<file path="src/rtl/core_dbg_pkg.sv">
// Shared definitions for the core debug controller: state and opcode
// encodings, status word layout and the default LA command key.
package core_dbg_pkg;

  typedef enum logic [1:0] {
    ST_RESETTING = 2'd0,
    ST_RUN       = 2'd1,
    ST_HALT      = 2'd2,
    ST_STEP      = 2'd3
  } dbg_state_e;

  typedef enum logic [2:0] {
    OP_NOP        = 3'd0,
    OP_RUN        = 3'd1,
    OP_HALT       = 3'd2,
    OP_STEP       = 3'd3,
    OP_SET_BP     = 3'd4,
    OP_CLR_BP     = 3'd5,
    OP_RESET_CORE = 3'd6,
    OP_CLR_STATUS = 3'd7
  } dbg_op_e;

  localparam logic [31:0] CMD_KEY_DEFAULT = 32'hFFFF_FFF0;

  localparam int unsigned STAT_STATE_LSB   = 0;
  localparam int unsigned STAT_BP_HIT      = 2;
  localparam int unsigned STAT_BP_EN       = 3;
  localparam int unsigned STAT_CMD_ERR     = 4;
  localparam int unsigned STAT_CMD_CNT_LSB = 8;
  localparam int unsigned STAT_STEP_LSB    = 16;

endpackage

</file>
<file path="src/rtl/la_cmd_decoder.sv">
// Detects a toggle of la_data_in[31] qualified by the LA enable key and
// splits the command word into opcode and operand.
module la_cmd_decoder
  import core_dbg_pkg::*;
#(
  parameter logic [31:0] CMD_KEY = CMD_KEY_DEFAULT
) (
  input  logic        clk,
  input  logic [31:0] la_data_in,
  input  logic [31:0] la_oenb,
  output logic        cmd_valid,
  output dbg_op_e     opcode,
  output logic [27:0] operand
);

  logic strobe_q;

  // Tracks the strobe bit in reset as well, so a static level never fires.
  always_ff @(posedge clk) begin
    strobe_q <= la_data_in[31];
  end

  always_comb begin
    cmd_valid = (la_data_in[31] != strobe_q) && (la_oenb == CMD_KEY);
    opcode    = dbg_op_e'(la_data_in[30:28]);
    operand   = la_data_in[27:0];
  end

endmodule

</file>
<file path="src/rtl/core_debug_ctrl.sv">
// Run/halt/step/breakpoint controller for a core, driven by LA command
// words and reporting a registered status word.
module core_debug_ctrl
  import core_dbg_pkg::*;
#(
  parameter int unsigned N_STALL   = 2,
  parameter int unsigned XLEN      = 32,
  parameter int unsigned STEP_W    = 16,
  parameter int unsigned RST_PULSE = 4,
  parameter bit          BOOT_HALT = 1'b0,
  parameter logic [31:0] CMD_KEY   = CMD_KEY_DEFAULT
) (
  input  logic               clk,
  input  logic               reset,
  input  logic [N_STALL-1:0] stall_req_i,
  input  logic [XLEN-1:0]    pc_i,
  input  logic [31:0]        la_data_in,
  input  logic [31:0]        la_oenb,
  output logic               stall_o,
  output logic               core_reset_o,
  output logic [31:0]        la_data_out
);

  localparam int unsigned RCW = $clog2(RST_PULSE + 1);
  localparam logic [RCW-1:0] RST_LAST = RCW'(RST_PULSE - 1);

  dbg_state_e        state, rst_target;
  logic [RCW-1:0]    rst_cnt;
  logic [STEP_W-1:0] step_cnt, step_load;
  logic [XLEN-1:0]   bp_addr, skip_pc;
  logic              bp_en, bp_skip, bp_hit, cmd_err, bp_match;
  logic [7:0]        cmd_cnt;
  logic [31:0]       status_d;
  logic              cmd_valid;
  dbg_op_e           opcode;
  logic [27:0]       operand;

  la_cmd_decoder #(.CMD_KEY(CMD_KEY)) u_dec (
    .clk        (clk),
    .la_data_in (la_data_in),
    .la_oenb    (la_oenb),
    .cmd_valid  (cmd_valid),
    .opcode     (opcode),
    .operand    (operand)
  );

  always_comb begin
    step_load    = STEP_W'(operand);
    bp_match     = ((state == ST_RUN) || (state == ST_STEP)) && bp_en &&
                   (pc_i == bp_addr) && !bp_skip;
    stall_o      = (|stall_req_i) || (state == ST_RESETTING) ||
                   (state == ST_HALT) || bp_match;
    core_reset_o = (state == ST_RESETTING);
    status_d                              = '0;
    status_d[STAT_STATE_LSB +: 2]         = state;
    status_d[STAT_BP_HIT]                 = bp_hit;
    status_d[STAT_BP_EN]                  = bp_en;
    status_d[STAT_CMD_ERR]                = cmd_err;
    status_d[STAT_CMD_CNT_LSB +: 8]       = cmd_cnt;
    status_d[STAT_STEP_LSB +: 16]         = 16'(step_cnt);
  end

  always_ff @(posedge clk) begin
    if (reset) begin
      state       <= ST_RESETTING;
      rst_target  <= BOOT_HALT ? ST_HALT : ST_RUN;
      rst_cnt     <= '0;
      step_cnt    <= '0;
      bp_addr     <= '0;
      skip_pc     <= '0;
      bp_en       <= 1'b0;
      bp_skip     <= 1'b0;
      bp_hit      <= 1'b0;
      cmd_err     <= 1'b0;
      cmd_cnt     <= '0;
      la_data_out <= '0;
    end else begin
      la_data_out <= status_d;
      if (cmd_valid) cmd_cnt <= cmd_cnt + 8'd1;
      if (bp_skip && (pc_i != skip_pc)) bp_skip <= 1'b0;

      if (state == ST_RESETTING) begin
        if (cmd_valid && (opcode != OP_NOP)) cmd_err <= 1'b1;
        if (rst_cnt == RST_LAST) state <= rst_target;
        else                     rst_cnt <= rst_cnt + RCW'(1);
      end else begin
        // Ordered by priority: later assignments (commands) override the
        // step progression and the breakpoint transition.
        if ((state == ST_STEP) && !stall_o) begin
          step_cnt <= step_cnt - STEP_W'(1);
          if (step_cnt == STEP_W'(1)) state <= ST_HALT;
        end
        if (bp_match && !cmd_valid) begin
          state  <= ST_HALT;
          bp_hit <= 1'b1;
        end
        if (cmd_valid) begin
          case (opcode)
            OP_RUN: begin
              state <= ST_RUN;
              if ((state == ST_HALT) || bp_match) begin
                bp_skip <= 1'b1;
                skip_pc <= pc_i;
              end
            end
            OP_HALT: begin
              state <= ST_HALT;
              if (bp_match) bp_hit <= 1'b1;
            end
            OP_STEP: begin
              if (step_load != '0) begin
                step_cnt <= step_load;
                state    <= ST_STEP;
                // Stepping off a halted breakpoint must not re-trigger it.
                if (state == ST_HALT) begin
                  bp_skip <= 1'b1;
                  skip_pc <= pc_i;
                end
              end
            end
            OP_SET_BP: begin
              bp_addr <= XLEN'({operand, 2'b00});
              bp_en   <= 1'b1;
            end
            OP_CLR_BP: bp_en <= 1'b0;
            OP_RESET_CORE: begin
              state      <= ST_RESETTING;
              rst_target <= ST_HALT;
              rst_cnt    <= '0;
              step_cnt   <= '0;
            end
            OP_CLR_STATUS: begin
              bp_hit  <= 1'b0;
              cmd_err <= 1'b0;
            end
            default: ;
          endcase
        end
      end
    end
  end

endmodule
</file>
<file path="config.mk">
export PLATFORM = sky130hd
export DESIGN_NAME = core_debug_ctrl
export DESIGN_NICKNAME = d
export VERILOG_FILES = /design/src/rtl/core_dbg_pkg.sv /design/src/rtl/la_cmd_decoder.sv /design/src/rtl/core_debug_ctrl.sv
export SDC_FILE = /design/constraint.sdc
export NUM_CORES = 1
export LEC_CHECK = 0
export ABC_AREA = 1
export CAP_MARGIN = 5
export CELL_PAD_IN_SITES_DETAIL_PLACEMENT = 0
export CELL_PAD_IN_SITES_GLOBAL_PLACEMENT = 1
export CORE_AREA = 4 4 140 142
export CTS_CLUSTER_SIZE = 25
export DETAILED_ROUTE_END_ITERATION = 6
export DIE_AREA = 0 0 144 146
export PLACE_DENSITY_LB_ADDON = 0.15
export SLEW_MARGIN = 40
export SYNTH_ARGS = -nofsm -noshare
export SYNTH_HDL_FRONTEND = slang
export SYNTH_SLANG_ARGS = --single-unit
</file>
<file path="constraint.sdc">
create_clock -name clk -period 2.55 [get_ports clk]
set_clock_uncertainty 0.1 [all_clocks]
set_input_delay 0.51 -clock clk [delete_from_list [all_inputs] [get_ports clk]]
set_output_delay 0.51 -clock clk [all_outputs]
set_load 0.03 [all_outputs]
</file>
==> results.ini, run 1 <==
[logic_synthesis]
yosys_warnings = 0
seq_area_frac_synth_pct = 38.5
synth_cell_types = 43
ys_ff_latch = 125
synth_cells = 957
syn_avg_cell_area_um2 = 6.79
syn_area_um2 = 6500

[sta]
setup_viol = 0
setup_tns_ns = 0
post-route-period-util_pct = 95.3
min_period_ns = 2.43
rsz0062_at_grt = false
fin_hold_ws_ns = 0.320
report.final.hold_viol_count = 0
maxSlewHeadroom_pct = 59.5
max_clock_freq_ghz = 0.412
tightest_slew_ns = 0.607
fin_ws_ns = 0.120
finalMaxSlewViolations = 0

[worst_setup_path]
cp.required_ns = 1.94
r2r-start = bp_addr[21]
r2r-end = step_cnt[3]
crit_chain = dlygate4sd2_1 -> xnor2_1 -> nand2_1 -> nor2_1 -> nand2_1 -> nor2_2 -> nand2_2 -> nand2_2 -> buf_6
worstPathArrival_ns = 1.82
critPathLaunchType = input pin
ff2ff_path_depth = 13
cp-endpoint = stall_o
end_kind = output pin
crit_fanout = 2
crit_type = input pin to output pin
rrSetupSlack_ns = 0.41
crit_slowest_cell = dlygate4sd2_1
critPathMaxStageDelay_ns = 0.31
crit_path_start = pc_i[2]

[pwr]
power_density_nw_per_um2 = 565
p_leak_nw = 4.35
ir_drop_mv = 0.394

[floorplanning]
core_area_um2 = 18500
row_count = 50
die_h_um = 146
die_x_um = 144
initial_core_util_pct = 35.2
dieArea_um2 = 21000
ios = 134

[grt]
grt_first_pass_wirelength_um = 33000
antenna_found_initial = 0
grt_usage_pct = 20.0
grt_pass1_vias = 6403
grt_max_degree = 50
grt_remaining_overflow = 0

[cts]
clock_latency_ns = 0.42
cts_sinks = 125
cts_hold_buffers = 0
cts.reportedPaths.clkPinSlew_ns = 0.06
ctsLongestPathBuffers = 2
cts-root-buf = clkbuf_16
cts_tree = yes
cts_buffers = 17
htreeDepth = 4

[layout]
drive_gt1_share_pct = 14.9
antenna_cells = 0
final_nets = 1286
area_growth_pct = 46.2
design_area_um2 = 9500
final_core_util_pct = 51.5

[worst_hold_path]
min_path_cells = 2
hold_path_class = register to register
min_from = bp_hit

[detailed_routing]
drtIter0Drc = 370
routed_wl_um = 20700
drc_errors = 0
routed_via_density = 4.66
dr.pass1.iters = 5
postRouteAntennaNets = 0
drt-wirelength-per-cell_um = 14.5
num_vias = 6655

[placement]
placed_cell_area_um2 = 8730
dp_slack_ns = -0.229
dpl.hpwl_um = 16400
port_buffers = 130
place.gp.congestion = 0.897

[status]
outcome = completed

[run]
maxCapViolations = 0

## logic make-up after synthesis
kind of cell | count (synthesis) | share of synthesized area [%]
AO/OA/AOI/OAI | 155 | 13.5
flip-flops | 125 | 38.5
adder cells (fa/ha/maj) | 5 | 0.962
buffers and inverters | 172 | 11.0
XOR/XNOR | 48 | 6.47
other | 1 | 0.0577
AND/OR/NAND/NOR | 451 | 29.5
## where the power goes
part	switching, mW	internal (mW)	total [mW]
clock network	0.963	1.45	2.41
registers	0.0362	2.00	2.04
logic	0.502	0.412	0.914
## metal layers
metal / vias to the layer above / GRT usage [%] / part of all wire [%]
li1: 3515 / - / -
met1: 2985 / 26.4 / 47
met2: 132 / 32.2 / 47
met3: 23 / 4.47 / 4.0
met4: 0 / 6.45 / 2.1
met5: - / 0 / 0
## cell usage after synthesis (all sizes together)
cell type	count	share of area (%)
nand2	195	11
nor2	152	8.8
inv	133	7.7
dfxtp	125	38
a21oi	72	5.7
o21ai	45	3.5
nand3	39	3.2
nand4	26	2.5
xnor2	25	3.4
nor3	24	2.1
xor2	23	3.1
buf	21	2.3
clkbuf	15	0.87
o22ai	11	1.1
a22oi	7	0.81
nor4	6	0.58
o2111ai	6	0.81
ha	5	0.96
o211ai	5	0.58
clkinv	3	0.19
nand3b	3	0.35
a211oi	2	0.23
and3	2	0.19
o21a	2	0.23
o31ai	2	0.23
a21boi	1	0.12
a22o	1	0.13
a31oi	1	0.096
and2	1	0.096
conb	1	0.058
nor2b	1	0.096
nor3b	1	0.12
or2	1	0.096
## critical path: cells and delay by family
family                 cells  cell delay (ns)
XOR/XNOR                   1             0.20
AND/OR/NAND/NOR            6             0.66
buffers and inverters      2             0.44
## flip-flops by register name, summed over array words and instances (netlist names)
| signal | count |
|---|---|
| skip_pc | 32 |
| la_data_out | 29 |
| bp_addr | 28 |
| step_cnt | 16 |
| cmd_cnt | 8 |
| rst_cnt | 3 |
| rst_target | 2 |
| state | 2 |
| bp_en | 1 |
| bp_hit | 1 |
| bp_skip | 1 |
| cmd_err | 1 |
| u_dec.strobe_q | 1 |
## timing repair
| action | 4_1_cts | 5_1_grt |
|---|---|---|
| pin swaps | 4 | 11 |
| setup buffers | 2 | 0 |
| gates resized for setup | 20 | 34 |
| setup endpoints to repair | 1 | 10 |
## cells in the final DEF (no fill, tap or decap), types with 4 or more instances in the layout
| cell | n |
|---|---|
| dfxtp_1 | 125 |
| nand2_2 | 5 |
| nor2_1 | 149 |
| dlymetal6s2s_1 | 24 |
| ha_1 | 5 |
| xnor2_2 | 12 |
| nor4_1 | 6 |
| clkinv_4 | 5 |
| xnor2_1 | 13 |
| buf_4 | 107 |
| a22oi_1 | 7 |
| inv_1 | 131 |
| nand3_1 | 36 |
| dlygate4sd2_1 | 8 |
| o22ai_1 | 11 |
| nor3_1 | 20 |
| clkbuf_16 | 17 |
| clkinvlp_4 | 6 |
| nor3_2 | 4 |
| o211ai_1 | 5 |
| o2111ai_1 | 6 |
| o21ai_0 | 43 |
| xor2_1 | 23 |
| nand2_1 | 189 |
| nand4_1 | 26 |
| a21oi_1 | 71 |
| clkdlybuf4s50_1 | 95 |
## stage by stage
| step | cells | power (mW) |
|---|---|---|
| floorplan | 959 | 2.53 |
| global placement | 1394 | 2.99 |
| detailed placement | 1394 | 2.99 |
| CTS | 1428 | 5.42 |
| global route | 1428 | 5.63 |
| finish | 1428 | 5.36 |
## cell type report
| class | count | area, µm² |
|---|---|---|
| Clock buffer | 17 | 425 |
| Clock inverter | 15 | 166 |
| Fill cell | 1903 | 8950 |
| Inverter | 136 | 512 |
| Multi-Input combinational cell | 662 | 3400 |
| Sequential cell | 125 | 2500 |
| Tap cell | 234 | 293 |
| Timing Repair Buffer | 239 | 2200 |
## how the worst min path moves through the flow
| stage | to | slack (ns) |
|---|---|---|
| after CTS | la_data_out[2] | 0.32 |
| after floorplan | la_data_out[2] | 0.30 |
| final | la_data_out[2] | 0.32 |
| after global routing | skip_pc[9] | 0.34 |
| after global placement | la_data_out[2] | 0.31 |
| after detailed placement | la_data_out[2] | 0.31 |
(Power assumes the default switching activity.)
==> inputs of run 2 (changes only) <==
--- a/config.mk
+++ b/config.mk
@@ -14,6 +14,7 @@
 export DETAILED_ROUTE_END_ITERATION = 6
 export DIE_AREA = 0 0 144 146
 export PLACE_DENSITY_LB_ADDON = 0.15
+export REMOVE_ABC_BUFFERS = 1
 export SLEW_MARGIN = 40
 export SYNTH_ARGS = -nofsm -noshare
 export SYNTH_HDL_FRONTEND = slang
==> run 2 against run 1 <==
Effect of this change: critical path depth fell by 6; setup slack better by 0.036 ns; combinational power hardly changed; final area decreased by 1.2%; die area unchanged; wire length decreased by 3.0%; hold slack improved by 0.0067 ns.
==> results.ini, run 2 (synthesis results as in run 1) <==
[status]
outcome = completed

[cts]
cts.reportedPaths.clkPinSlew_ns = 0.06  ; about the same
cts_sinks = 125  ; unchanged
cts_hold_buffers = 0  ; unchanged
cts_buffers = 17  ; unchanged
cts-root-buf = clkbuf_16
ctsLongestPathBuffers = 2  ; unchanged
cts_tree = yes
clock_latency_ns = 0.42  ; about the same
htreeDepth = 4  ; unchanged

[worst_setup_path]
worstPathArrival_ns = 1.78  ; -0.04 ns
cp.required_ns = 1.94  ; about the same
critPathLaunchType = register
end_kind = output pin
crit_fanout = 8  ; +6
crit_type = register to output pin

[detailed_routing]
postRouteAntennaNets = 0  ; unchanged
routed_via_density = 4.64  ; -0.37%
dr.pass1.iters = 5  ; unchanged
num_vias = 6612  ; -0.65%
drc_errors = 0  ; unchanged
routed_wl_um = 20100  ; -3.0%
drtIter0Drc = 349  ; -5.7%
drt-wirelength-per-cell_um = 14.1  ; -2.8%

[run]
maxCapViolations = 0  ; unchanged

[sta]
fin_ws_ns = 0.156  ; +0.0362 ns
report.final.hold_viol_count = 0  ; unchanged
maxSlewHeadroom_pct = 57.8  ; -1.7 points
setup_viol = 0  ; unchanged
fin_hold_ws_ns = 0.326  ; +0.00671 ns
tightest_slew_ns = 0.631  ; +0.0238 ns
max_clock_freq_ghz = 0.418  ; +1.5%
post-route-period-util_pct = 93.9  ; -1.4 points
rsz0062_at_grt = false
finalMaxSlewViolations = 0  ; unchanged
min_period_ns = 2.39  ; -0.0362 ns

[layout]
area_growth_pct = 44.5
design_area_um2 = 9390  ; -1.2%
antenna_cells = 0  ; unchanged
largest_register = skip_pc
reg_top3 = skip_pc: 32 flops, la_data_out: 29 flops, bp_addr: 28 flops
largest_reg_flops = 32  ; unchanged
drive_gt1_share_pct = 14.3  ; -0.62 points
final_cell_mix = 191 x nand2_1, 149 x nor2_1, 131 x inv_1, 124 x dfxtp_1, 100 x buf_4
nFillCells = 1877  ; -1.4%
final_nets = 1282  ; -0.31%
layoutNonFillerInstCount = 1424  ; -0.28%
final_common_cell = nand2_1

[placement]
placed_cell_area_um2 = 8710  ; -0.23%
dp_slack_ns = -0.212  ; +0.0173 ns
placed_cells = 1388  ; -0.43%
dpl.hpwl_um = 15500  ; -5.7%
port_buffers = 130  ; unchanged
place.gp.congestion = 0.836  ; -6.8%

[worst_hold_path]
hold_path_class = register to register

[grt]
grt_remaining_overflow = 0  ; unchanged
grt_pass1_vias = 6545  ; +2.2%
antenna_found_initial = 0  ; unchanged
grt_usage_pct = 19.4  ; -0.56 points
grt_first_pass_wirelength_um = 32300  ; -2.0%
grt_max_degree = 74  ; +48%

[floorplanning]
row_count = 50  ; unchanged
die_x_um = 144  ; unchanged
ios = 134  ; unchanged
core_area_um2 = 18500  ; unchanged
initial_core_util_pct = 35.2  ; unchanged
die_h_um = 146  ; unchanged
dieArea_um2 = 21000  ; unchanged

[pwr]
ir_drop_mv = 0.454  ; +15%
power_density_nw_per_um2 = 545  ; -3.5%
p_total_mw = 5.12  ; -4.6%
p_leak_nw = 4.28  ; -1.5%

==> run 2: cell types whose count changed in the layout (fill, tap and decap cells not counted), sizes merged, moves of 3 or more <==
cell,previous run,this run
clkinv,7,12
dlygate4sd2,8,13
dlymetal6s2s,24,19
buf,112,108
clkinvlp,6,3
==> run 2: worst paths after layout <==
check | startpoint | to | slack (ns) | depth (start not counted)
max reg2reg | state[1] | rst_cnt[2] | 0.44 | 7
max | state[1] | core_reset_o | 0.16 | 3
min reg2reg | bp_hit | la_data_out[2] | 0.33 | 2
min | bp_hit | la_data_out[2] | 0.33 | 2
==> run 2: per-stage QoR <==
stage	util (%)	setup TNS (ns)
3_5_place_dp	47.2	-7.08
5_1_grt	50.9	0
4_1_cts	50.4	0
6_report	50.9	0
2_1_floorplan	-	-18.39
3_3_place_gp	47.2	-5.65
==> run 2: layout make-up <==
| type | instances | area, µm² | share of cell area [%] |
|---|---|---|---|
| multi-input combinational | 662 | 3380 | 36.0 |
| sequential | 125 | 2500 | 26.7 |
| timing repair buffer | 235 | 2180 | 23.2 |
| inverter | 136 | 512 | 5.45 |
| clock buffer | 19 | 443 | 4.72 |
| tap | 234 | 293 | 3.12 |
| clock inverter | 13 | 76.3 | 0.813 |
==> run 2: report_power, final <==
part	switching (mW)	internal [mW]	total, mW
combinational	0.501	0.414	0.916
sequential	0.0356	2.00	2.04
clock	0.915	1.25	2.16
total	1.45	3.67	5.12
==> run 2: per-layer routing <==
layer  wire [µm]  share of wire (%)  vias up  track usage (%)
met5           0                  0        -                0
met3         756                3.8       23             3.88
met1        9500                 47     2969             25.5
li1            -                  -     3502                -
met4         265                1.3        0             5.46
met2        9600                 48      118             32.1
==> run 2: worst max-delay path, stage by stage, from the launching register on <==
cell     delay, ns
dfxtp_1       0.38
nor2_1        0.53
buf_4         0.28
buf_4         0.17
==> run 2: repair_timing <==
| action | CTS | global route |
|---|---|---|
| gates resized for setup | 26 | 26 |
| endpoints found under the hold margin | 0 | 0 |
| buffers inserted | 3 | 1 |
| pin swaps | 6 | 6 |
| setup endpoints to repair | 1 | 1 |
| gates cloned | 0 | 0 |
